[config.mk]
export PLATFORM = sky130hd
export DESIGN_NAME = demux_sel_ctrl
export DESIGN_NICKNAME = d
export VERILOG_FILES = /design/src/rtl/demux_sel_ctrl_pkg.sv /design/src/rtl/demux_sel_ctrl_rr_pick4.sv /design/src/rtl/demux_sel_ctrl.sv
export SDC_FILE = /design/constraint.sdc
export NUM_CORES = 1
export LEC_CHECK = 0
export ABC_AREA = 1
export CAP_MARGIN = 30
export CORE_MARGIN = 5
export CORE_UTILIZATION = 31
export DETAILED_ROUTE_END_ITERATION = 6
export HOLD_SLACK_MARGIN = 0.12
export PLACE_DENSITY = 0.6
export SYNTH_ARGS = -nofsm -noshare
export SYNTH_HDL_FRONTEND = slang
export SYNTH_SLANG_ARGS = --single-unit
export TNS_END_PERCENT = 20
[constraint.sdc]
create_clock -name clk -period 2.1 [get_ports clk]
set_input_delay 0.42 -clock clk [delete_from_list [all_inputs] [get_ports clk]]
set_output_delay 0.42 -clock clk [all_outputs]
set_load 0.1 [all_outputs]
[src/rtl/demux_sel_ctrl_pkg.sv]
// Shared definitions for the demux select sequencer: sequencer states and channel count.
package demux_sel_ctrl_pkg;

    localparam int N_CH = 4;

    typedef enum logic [1:0] {
        ST_IDLE  = 2'd0,
        ST_SETUP = 2'd1,
        ST_GRANT = 2'd2,
        ST_GAP   = 2'd3
    } state_t;

endpackage

[src/rtl/demux_sel_ctrl_rr_pick4.sv]
// Combinational round-robin picker: first set request at or above ptr, wrapping 3->0.
module rr_pick4
    import demux_sel_ctrl_pkg::*;
(
    input  logic [N_CH-1:0] req,
    input  logic [1:0]      ptr,
    output logic [1:0]      winner,
    output logic            any
);

    logic [1:0]      w_idx [N_CH];
    logic [N_CH-1:0] w_rot;
    logic [1:0]      w_off;

    // Rotate requests so that bit 0 of w_rot is the channel at the pointer.
    for (genvar gi = 0; gi < N_CH; gi++) begin : g_rot
        assign w_idx[gi] = ptr + 2'(gi);
        assign w_rot[gi] = req[w_idx[gi]];
    end

    always_comb begin
        w_off = 2'd0;
        for (int i = N_CH - 1; i >= 0; i--) begin
            if (w_rot[i]) begin
                w_off = 2'(i);
            end
        end
    end

    assign winner = ptr + w_off;
    assign any    = |req;

endmodule

[src/rtl/demux_sel_ctrl.sv]
// Round-robin select sequencer for demux_bh: break-before-make select changes, DWELL-cycle grants.
module demux_sel_ctrl
    import demux_sel_ctrl_pkg::*;
#(
    parameter  int DWELL = 4,
    localparam int CNT_W = $clog2(DWELL + 1)
) (
    input  logic            clk,
    input  logic            rst,
    input  logic [N_CH-1:0] req,
    output logic            a,
    output logic            b,
    output logic            en,
    output logic            busy,
    output logic            done,
    output logic [1:0]      grant_id
);

    state_t           r_state;
    logic [CNT_W-1:0] r_cnt;
    logic [1:0]       r_ptr;
    logic [1:0]       r_sel;
    logic             r_en;
    logic             r_busy;
    logic             r_done;

    state_t           w_state_next;
    logic [CNT_W-1:0] w_cnt_next;
    logic [1:0]       w_ptr_next;
    logic [1:0]       w_sel_next;
    logic             w_en_next;
    logic             w_busy_next;
    logic             w_done_next;

    logic [1:0]       w_winner;
    logic             w_any;

    rr_pick4 u_pick (
        .req    (req),
        .ptr    (r_ptr),
        .winner (w_winner),
        .any    (w_any)
    );

    // Outputs are computed for the state being entered so that they are all registered.
    always_comb begin
        w_state_next = r_state;
        w_cnt_next   = r_cnt;
        w_ptr_next   = r_ptr;
        w_sel_next   = r_sel;
        w_en_next    = 1'b0;
        w_busy_next  = 1'b1;
        w_done_next  = 1'b0;
        case (r_state)
            ST_IDLE: begin
                if (w_any) begin
                    w_sel_next   = w_winner;
                    w_state_next = ST_SETUP;
                end else begin
                    w_busy_next = 1'b0;
                end
            end
            ST_SETUP: begin
                w_cnt_next   = CNT_W'(DWELL - 1);
                w_en_next    = 1'b1;
                w_state_next = ST_GRANT;
            end
            ST_GRANT: begin
                if (r_cnt == '0) begin
                    w_done_next  = 1'b1;
                    w_ptr_next   = r_sel + 2'd1;
                    w_state_next = ST_GAP;
                end else begin
                    w_cnt_next = r_cnt - CNT_W'(1);
                    w_en_next  = 1'b1;
                end
            end
            ST_GAP: begin
                w_busy_next  = 1'b0;
                w_state_next = ST_IDLE;
            end
            default: begin
                w_busy_next  = 1'b0;
                w_state_next = ST_IDLE;
            end
        endcase
    end

    always_ff @(posedge clk or posedge rst) begin
        if (rst) begin
            r_state <= ST_IDLE;
            r_cnt   <= '0;
            r_ptr   <= 2'd0;
            r_sel   <= 2'd0;
            r_en    <= 1'b0;
            r_busy  <= 1'b0;
            r_done  <= 1'b0;
        end else begin
            r_state <= w_state_next;
            r_cnt   <= w_cnt_next;
            r_ptr   <= w_ptr_next;
            r_sel   <= w_sel_next;
            r_en    <= w_en_next;
            r_busy  <= w_busy_next;
            r_done  <= w_done_next;
        end
    end

    assign {b, a}   = r_sel;
    assign grant_id = r_sel;
    assign en       = r_en;
    assign busy     = r_busy;
    assign done     = r_done;

endmodule

==> metrics.md, run 1 <==
| Metric | Value |
|---|---|
| Status | finished clean |
| Sequential group share of total power | 0.260 |
| Maximum VDD drop | 0.696 mV |
| Hold Buf Count CTS | 0 |
| Antenna Cells | 0 |
| Clk_skew | 0.00440 ns |
| Fin. max-slew vios | 0 |
| Yosys warning count | 0 |
| Layout cells sized above 1 | 0.215 |
| CP Buf/Inv Count | 3 |
| Top delay family on crit path | buffers and inverters |
| # IOs | 13 |
| End of the worst register-to-register path | grant_id[1] |
| CTS tree | done |
| Clk slew on worst S/H paths | 0.07 ns |
| Area of the multi-input gates | 473 um2 |
| R2R Setup Slk | 0.27 ns |
| CTS root buf | clkbuf_4 |
| Period minus WS final | 1.90 ns |
| H-tree depth | 1 |
| Switching share of total power | 0.570 |
| Sw power | 0.921 mW |
| Non-Filler Instances | 161 |
| Worst Hold Class | in2async |
| Internal | 0.694 mW |
| Final setup viols | 0 |
| CTS Buf Count | 3 |
| Comb pwr share | 0.658 |
| Die height | 63.1 um |
| Pwr dens | 1580 nW/um2 |
| DIE AREA | 3980 um2 |
| CP endpoint kind | flop |
| Worst path most repeated cell | nand2_1 |
| Initial DRT Pass Iterations | 4 |
| Remaining antenna violation count after routing | 0 |
| Clock power frac | 0.083 |
| Vias post-DR | 746 |
| Setup TNS | 0 ns |
| Register area share after synthesis | 0.343 |
| Critical Path AT | 2.06 ns |
| CP Max Fanout | 3 |
| Worst r2r path cells | 13 |
| 1st-iter DRT viols | 31 |
| Core area | 2730 um2 |
| Max-cap viol count | 0 |
| WL per Instance | 9.98 um |
| Final WS setup | 0.196 ns |
| Initial Utilization | 0.320 |
| Stages on the worst setup path | 14 |
| Fillcell total | 270 |
| Hold_ws | 0.460 ns |
| Cell Chain, Critical Path | clkdlybuf4s50_1 > inv_1 > nand2_2 > nand2_1 > nand2_1 > nand2_1 > a31oi_1 > nor2_1 > ha_2 > xnor2_2 > inv_1 > nand3_1 > nand3_1 > nand2_1 |
| Slowest-stage cell, CP | clkdlybuf4s50_1 |
| Max Freq | 0.525 GHz |
| Layout Nets | 146 |
| Worst-Margin Slew | 0.445 ns |
| Syn_area_per_cell | 7.35 um2 |
| Area delta synth->final | 16.6% |
| Syn nets | 133 |
| Critical setup path kind | in2reg |
| Slew HR | 0.703 |
| Critical path required time | 2.26 ns |
| Routability cong. | 0.819 |
| Register bit count reported by yosys | 12 |
| Cell Area, Synth | 875 um2 |
| Largest net degree at the start of global routing | 13 |
| Distinct cells, synth | 19 |
| DRC errors left | 0 |
| Reg2reg start | r_ptr[1] |
| Worst-case clock buffer depth | 2 |
| Routed vias/inst | 4.63 |
| CTS sink count | 12 |
| GR Util All Layers | 0.0878 |
| Post-Place Setup Slack | -0.102 ns |
| Skew-Pair Late Insertion Delay | 0.27 ns |
| Inst Count DP | 158 |
| GR Overflow Total | 0 |
| CP Launch Type | input port |
| Register area | 302 um2 |
| Largest stage delay, worst path | 0.48 ns |
| Vias in the first global route | 741 |
| Leak Pwr | 0.577 nW |
| PortBufs | 12 |
| Final Routed Wirelength | 1610 um |
| Final Hold Viols | 0 |
| DIE WIDTH | 63.1 um |
| Initial antenna violation count | 0 |
| Post-Syn Instances | 119 |
| HPWL Detailed | 1290 um |
| Cell row count | 19 |
| First-pass GRT wire length | 2930 um |
| Period utilization | 0.907 |
[final cells by class]
cell class	instances	area share
clock buffers	3	0.0221
flip-flops and latches	12	0.296
well taps	31	0.0380
repair buffers	12	0.103
inverters	19	0.0773
multi-input cells	84	0.464
[worst max-delay path by stage]
stage	from	endpoint	slack [ns]
after floorplan	grant_id[0]	grant_id[0]	0.30
after global placement	req[1]	grant_id[1]	-0.02
after detailed placement	req[1]	grant_id[1]	-0.10
after CTS	req[1]	grant_id[1]	0.16
after global routing	req[3]	grant_id[1]	-0.004
final	req[3]	grant_id[1]	0.20
[cells in the final DEF (no fill, tap or decap)]
cell type and instances:
ha_2 1, buf_4 7, inv_1 16, xor2_1 1, dlymetal6s2s_1 1, clkdlybuf4s50_1 4, nand4_1 1, inv_8 1
a21oi_1 2, nor2_4 1, o21ai_0 7, a31oi_1 1, xnor2_1 1, nand2_1 39, inv_2 2, dfrtp_1 11
clkbuf_4 3, a22oi_1 1, nor2_1 4, dfrtp_2 1, nand3_1 6, xnor2_2 1, ha_1 7, nand2_2 11
[logic make-up (layout without fill, tap and decap cells)]
group                    count (synthesis)  after routing  synth area share
AND/OR/NAND/NOR                         62             62             0.312
buffers and inverters                   23             34             0.133
flip-flops                              12             12             0.343
AO/OA/AOI/OAI                           11             11            0.0672
adder cells (fa/ha/maj)                  8              8             0.114
XOR/XNOR                                 3              3            0.0300
[routing by layer]
layer | wire (um) | part of all wire | global-route usage
met1 | 707 | 0.44 | 0.106
met2 | 787 | 0.49 | 0.153
met3 | 63 | 0.039 | 0.0124
met4 | 47 | 0.029 | 0.0398
met5 | 0 | 0 | 0
[what timing repair did]
item,4_1_cts,5_1_grt
buffers inserted,0,0
setup endpoints to repair,0,1
resized for setup,0,7
[registers in the layout, indices dropped and copies added (netlist names)]
name,cells
grant_id,2
done,1
en,1
busy,1
r_state,2
r_cnt,3
r_ptr,2
[worst register-to-register path: stages, from the launching register on]
cell,delay (ns)
dfrtp_1,0.54
inv_2,0.10
nand2_1,0.09
nand2_2,0.07
nand2_2,0.06
nand2_2,0.06
a31oi_1,0.15
nor2_1,0.07
ha_2,0.18
xnor2_2,0.13
inv_1,0.06
nand3_1,0.07
nand3_1,0.08
nand2_1,0.05
[synthesized netlist by cell type]
cell type,n,area [um2]
nand2_1,41,154
inv_1,17,63.8
dfrtp_1,12,300
nand2_2,9,56.3
ha_1,8,100
o21ai_0,7,35.0
nand3_1,6,30.0
nor2_1,4,15.0
a21oi_1,2,10.0
buf_4,2,15.0
buf_6,2,22.5
xnor2_1,2,17.5
a22oi_1,1,7.51
a31oi_1,1,6.26
inv_2,1,3.75
inv_8,1,11.3
nand4_1,1,6.26
nor2_4,1,11.3
xor2_1,1,8.76
[through the flow]
stage          utilization  total power, mW  cell area, um2
2_1_floorplan            -             1.31             875
3_3_place_gp         0.358             1.46             978
3_5_place_dp         0.358             1.47             978
4_1_cts              0.366             1.61            1000
5_1_grt              0.373             1.77            1020
6_report             0.373             1.61            1020
[power by group through the flow]
stage / combinational (mW) / clock, mW / sequential [mW]
global route: 1.19 / 0.151 / 0.436
finish: 1.06 / 0.133 / 0.419
floorplan: 0.717 / 0 / 0.597
global placement: 1.04 / 0 / 0.416
CTS: 1.06 / 0.134 / 0.416
detailed placement: 1.05 / 0 / 0.421
Note: power is estimated with default switching activity, not from simulation.
==> inputs of run 2 (changes only) <==
- CTS_CLUSTER_DIAMETER: unset -> 200
==> results of run 2 <==
The final DEF is identical to that of run 1; final timing and power are the same.
